$ cat src/rtl/result_tx_queue.sv
// result_tx_queue
//   Buffers found-share results ({job_id, nonce}) from the hash cores and feeds them to the
//   UART output FSM one byte at a time. The output FSM watches o_avail, pulses i_load to
//   move one 8-byte result into the shift register, then pulses i_shift once per byte sent.
//   Bytes leave least-significant first, so the nonce goes out before the job id.
//
//   Optional feature, enabled by defining RESULT_DEDUP_EN:
//     A push whose data equals the last accepted push is dropped silently. It is not
//     written and it does not set overflow. Without the macro every push follows the
//     normal full rules.
module result_tx_queue #(
    parameter int DEPTH = 4,
    parameter int AW    = 2
) (
    input  logic          i_clk,
    input  logic          i_rst,
    input  logic          i_push,
    input  logic [63:0]   i_push_data,
    output logic          o_full,
    output logic          o_overflow,
    output logic          o_avail,
    input  logic          i_load,
    input  logic          i_shift,
    output logic [7:0]    o_tx_byte,
    output logic [3:0]    o_bytes_left,
    output logic [AW:0]   o_count
);

    localparam logic [AW:0] FULL_CNT = (AW+1)'(DEPTH);

    logic [63:0]   r_mem [DEPTH];
    logic [AW-1:0] r_wr_ptr;
    logic [AW-1:0] r_rd_ptr;
    logic [AW:0]   r_count;
    logic [63:0]   r_shift_reg;
    logic [3:0]    r_bytes_left;
    logic          r_overflow;

    logic          w_full;
    logic          w_avail;
    logic          w_pop;
    logic          w_dup;
    logic          w_push_ok;
    logic          w_push_drop;

    assign w_full  = (r_count == FULL_CNT);
    assign w_avail = (r_count != '0);

    // A load pops the head only when something is queued. When the FIFO is full,
    // that pop frees the slot that a push in the same cycle needs.
    assign w_pop       = i_load && w_avail;
    assign w_push_ok   = i_push && !w_dup && (!w_full || w_pop);
    assign w_push_drop = i_push && !w_dup && w_full && !w_pop;

`ifdef RESULT_DEDUP_EN
    logic [63:0] r_last_acc;
    logic        r_last_vld;

    // The duplicate check happens before the full check, so a repeat never counts as an overflow.
    assign w_dup = r_last_vld && (i_push_data == r_last_acc);

    // Remember the most recently accepted result.
    always_ff @(posedge i_clk or posedge i_rst) begin
        if (i_rst) begin
            r_last_acc <= '0;
            r_last_vld <= 1'b0;
        end else if (w_push_ok) begin
            r_last_acc <= i_push_data;
            r_last_vld <= 1'b1;
        end
    end
`else
    assign w_dup = 1'b0;
`endif

    // FIFO storage: an accepted push is written at the write pointer.
    always_ff @(posedge i_clk or posedge i_rst) begin
        if (i_rst) begin
            for (int i = 0; i < DEPTH; i++) begin
                r_mem[i] <= '0;
            end
        end else if (w_push_ok) begin
            r_mem[r_wr_ptr] <= i_push_data;
        end
    end

    // Pointers, occupancy and the sticky overflow flag.
    always_ff @(posedge i_clk or posedge i_rst) begin
        if (i_rst) begin
            r_wr_ptr   <= '0;
            r_rd_ptr   <= '0;
            r_count    <= '0;
            r_overflow <= 1'b0;
        end else begin
            if (w_push_ok) begin
                r_wr_ptr <= r_wr_ptr + 1'b1;
            end
            if (w_pop) begin
                r_rd_ptr <= r_rd_ptr + 1'b1;
            end
            if (w_push_ok && !w_pop) begin
                r_count <= r_count + 1'b1;
            end else if (w_pop && !w_push_ok) begin
                r_count <= r_count - 1'b1;
            end
            if (w_push_drop) begin
                r_overflow <= 1'b1;
            end
        end
    end

    // Output shift register. A load wins over a shift and abandons any unsent bytes.
    always_ff @(posedge i_clk or posedge i_rst) begin
        if (i_rst) begin
            r_shift_reg  <= '0;
            r_bytes_left <= '0;
        end else if (w_pop) begin
            r_shift_reg  <= r_mem[r_rd_ptr];
            r_bytes_left <= 4'd8;
        end else if (i_shift && (r_bytes_left != 4'd0)) begin
            r_shift_reg  <= r_shift_reg >> 8;
            r_bytes_left <= r_bytes_left - 4'd1;
        end
    end

    assign o_full       = w_full;
    assign o_avail      = w_avail;
    assign o_overflow   = r_overflow;
    assign o_count      = r_count;
    assign o_tx_byte    = r_shift_reg[7:0];
    assign o_bytes_left = r_bytes_left;

endmodule

$ cat config.mk
export PLATFORM = sky130hd
export DESIGN_NAME = result_tx_queue
export DESIGN_NICKNAME = d
export VERILOG_FILES = /design/src/rtl/result_tx_queue.sv
export SDC_FILE = /design/constraint.sdc
export NUM_CORES = 1
export LEC_CHECK = 0
export ABC_CLOCK_PERIOD_IN_PS = 23900
export CORE_ASPECT_RATIO = 2
export CORE_MARGIN = 5
export CORE_UTILIZATION = 55
export CTS_CLUSTER_DIAMETER = 30
export CTS_CLUSTER_SIZE = 25
export DETAILED_ROUTE_END_ITERATION = 10
export PLACE_DENSITY_LB_ADDON = 0.1
export SLEW_MARGIN = 30
export SYNTH_ARGS = -nofsm -noshare
export SYNTH_HDL_FRONTEND = slang
export SYNTH_SLANG_ARGS = --single-unit
$ cat constraint.sdc
create_clock -name i_clk -period 23.9 [get_ports i_clk]
set_input_delay 4.78 -clock i_clk [delete_from_list [all_inputs] [get_ports i_clk]]
set_output_delay 4.78 -clock i_clk [all_outputs]
set_load 0.005 [all_outputs]
==> out/results.tsv <==
metric	value	unit
cts_setup_buffers	0	
dieWidth	131	µm
core	0.0287	mm²
synthesis.nets	1105	
grt_pass1_wl	56600	µm
final_cells	1478	
path_max_fanout	33	
final-hold-violation-count	0	
fin_util	63.0	%
status	completed	
grt_pass1_vias	9749	
netlist_instances	1028	
postCtsResizedCells	0	
wl_per_cell	23.7	µm
p_leak	7.77	nW
synth-seq-cells	332	
antenna_found_initial	0	
synth-compound-area-share	6.57	%
grt_max_degree	104	
power	2.74	mW
cts.clk_slew.worst_paths	60	ps
critPathArrivalTime	7300	ps
synthXorXnorAreaFrac	0.329	%
vias	8778	
relSlewSlack	36.2	%
diodes	0	
end_kind	register	
drtPass1Iterations	5	
setup_tns	0	ps
synth_fa_ha_area_share	0.674	%
synth.area.mux_share	32.8	%
numCtsBuffers	43	
cap_viol_max_count	0	
first_iter_violations	584	
io_pins	87	
die-area	0.0328	mm²
worst-setup-path-type	input port to register	
largest_reg_flops	256	
clock-skew-final	15.3	ps
syn2layout_area_growth	13.3	%
clock_sinks	332	
dp_cells	1400	
peakVddDrop	0.0784	mV
routed_via_density	5.94	
fin_crit	6880	ps
gp_congestion	0.768	
critPathLaunchType	input port	
min_period_over_period	28.8	%
initial_core_util	55.6	%
holdBufCountCts	0	
num_rows	88	
cts_root_buf	clkbuf_16	
cts_tree	done	
synth_area	0.0160	mm²
synthSimpleGateAreaFrac	2.10	%
hold_class	register to register	
synth.yosys.seq_area_share	52.0	%
final_max_slew_viol_count	0	
antenna_left	0	
clock.fmax	145	MHz
final_cell_mix	dfrtp_1, mux2_4, clkdlybuf4s50_1, mux4_2, a21oi_1	
power_density	152	mW/mm²
h-tree-depth	2	
die_h	251	µm
nets	1162	
setup_viol	0	
postSynthAreaPerCell	15.5	µm²
routed_wl	35100	µm
track_usage	22.1	%
clkLatencyLatePin	540	ps
worstMarginPinSlew	957	ps
synth_top_family_by_area	multiplexers	
io_buffer_count	86	
grt_overflow	0	
rsz0062_at_grt	no	
hpwl	20700	µm
drive_above_1_share	38.3	%
holdWs	475	ps
final_common_cell	dfrtp_1	
cts_max_path_buffers	3	
yosysUniqueCellTypes	33	
worstPathRequired	24320	ps
r2r-start	o_count[0]	
drc	0	
hp-start	o_overflow	
setup.worst_path.start	i_load	
yosysWarningCount	0	
-- cells by family (layout without fill, tap and decap cells) --
kind of cell / Yosys count / count (layout)
simple gates: 72 / 72
mux: 322 / 322
buf+inv: 101 / 191
xor+xnor: 6 / 6
fa+ha+maj: 8 / 8
flops: 332 / 332
compound gates: 187 / 187
-- synth_stat cells, drive strengths merged --
| cell type | count | area, µm² |
|---|---|---|
| inv | 11 | 41.3 |
| ha | 7 | 87.6 |
| or4 | 1 | 7.51 |
| o21ai | 59 | 295 |
| xnor2 | 4 | 35.0 |
| nor2 | 57 | 214 |
| a311oi | 1 | 8.76 |
| o31a | 1 | 10.0 |
| mux2 | 258 | 3810 |
| a31o | 1 | 8.76 |
| a22o | 8 | 70.1 |
| nor3b | 2 | 15.0 |
| nand2 | 2 | 7.51 |
| a21oi | 60 | 300 |
| fa | 1 | 20.0 |
| clkbuf | 41 | 154 |
| buf | 49 | 681 |
| a31oi | 57 | 357 |
| nor3 | 1 | 5.00 |
| xor2 | 2 | 17.5 |
| and3 | 5 | 51.3 |
| or4b | 1 | 13.8 |
| dfrtp | 332 | 8310 |
| nand3 | 1 | 5.00 |
| or3b | 1 | 8.76 |
| or3 | 1 | 7.51 |
| mux4 | 64 | 1440 |
-- where the power goes --
part           internal (mW)  leakage, nW  total [mW]  switching, mW
combinational          0.646         3.15        1.04          0.390
clock                  0.403        0.684       0.660          0.257
sequential             0.854         3.94        1.05          0.195
total                   1.90         7.77        2.74          0.842
-- routing by layer --
metal | up-vias | share of wire [%] | GRT usage, %
met2 | 179 | 53 | 38.1
li1 | 3881 | - | -
met3 | 60 | 3.5 | 3.10
met1 | 4658 | 40 | 28.1
met4 | 0 | 3.3 | 8.03
met5 | - | 0 | 0
-- critical path, cell delays in order --
cell and delay [ps]:
clkdlybuf4s50_1 510, or4b_4 170, and3_4 670, buf_4 670, mux2_2 410
-- area by class of cell --
cell class / instances / area, µm²
fill: 2141 / 10600
sequential: 332 / 8310
multi-input combinational: 595 / 6800
clock buffer: 52 / 1190
timing repair buffer: 102 / 1010
tap: 360 / 450
clock inverter: 26 / 288
inverter: 11 / 48.8
-- final timing paths --
| kind | to | slack [ps] | depth (start not counted) |
|---|---|---|---|
| setup / recovery | r_mem[29] | 17020 | 5 |
| hold / removal | o_overflow | 470 | 1 |
| setup reg to reg | r_mem[29] | 21240 | 4 |
| hold reg to reg | o_overflow | 470 | 1 |
| max in group asynchronous | r_rd_ptr[0] | 17860 | 3 |
| min in group asynchronous | r_mem[54] | 4760 | 2 |
-- per-stage QoR --
step | area [µm²] | setup slack, ps
floorplan | 16000 | 9920
global placement | 16600 | 16490
detailed placement | 16600 | 16460
CTS | 18100 | 17030
global route | 18100 | 16950
finish | 18100 | 17020
(Power assumes the default switching activity.)
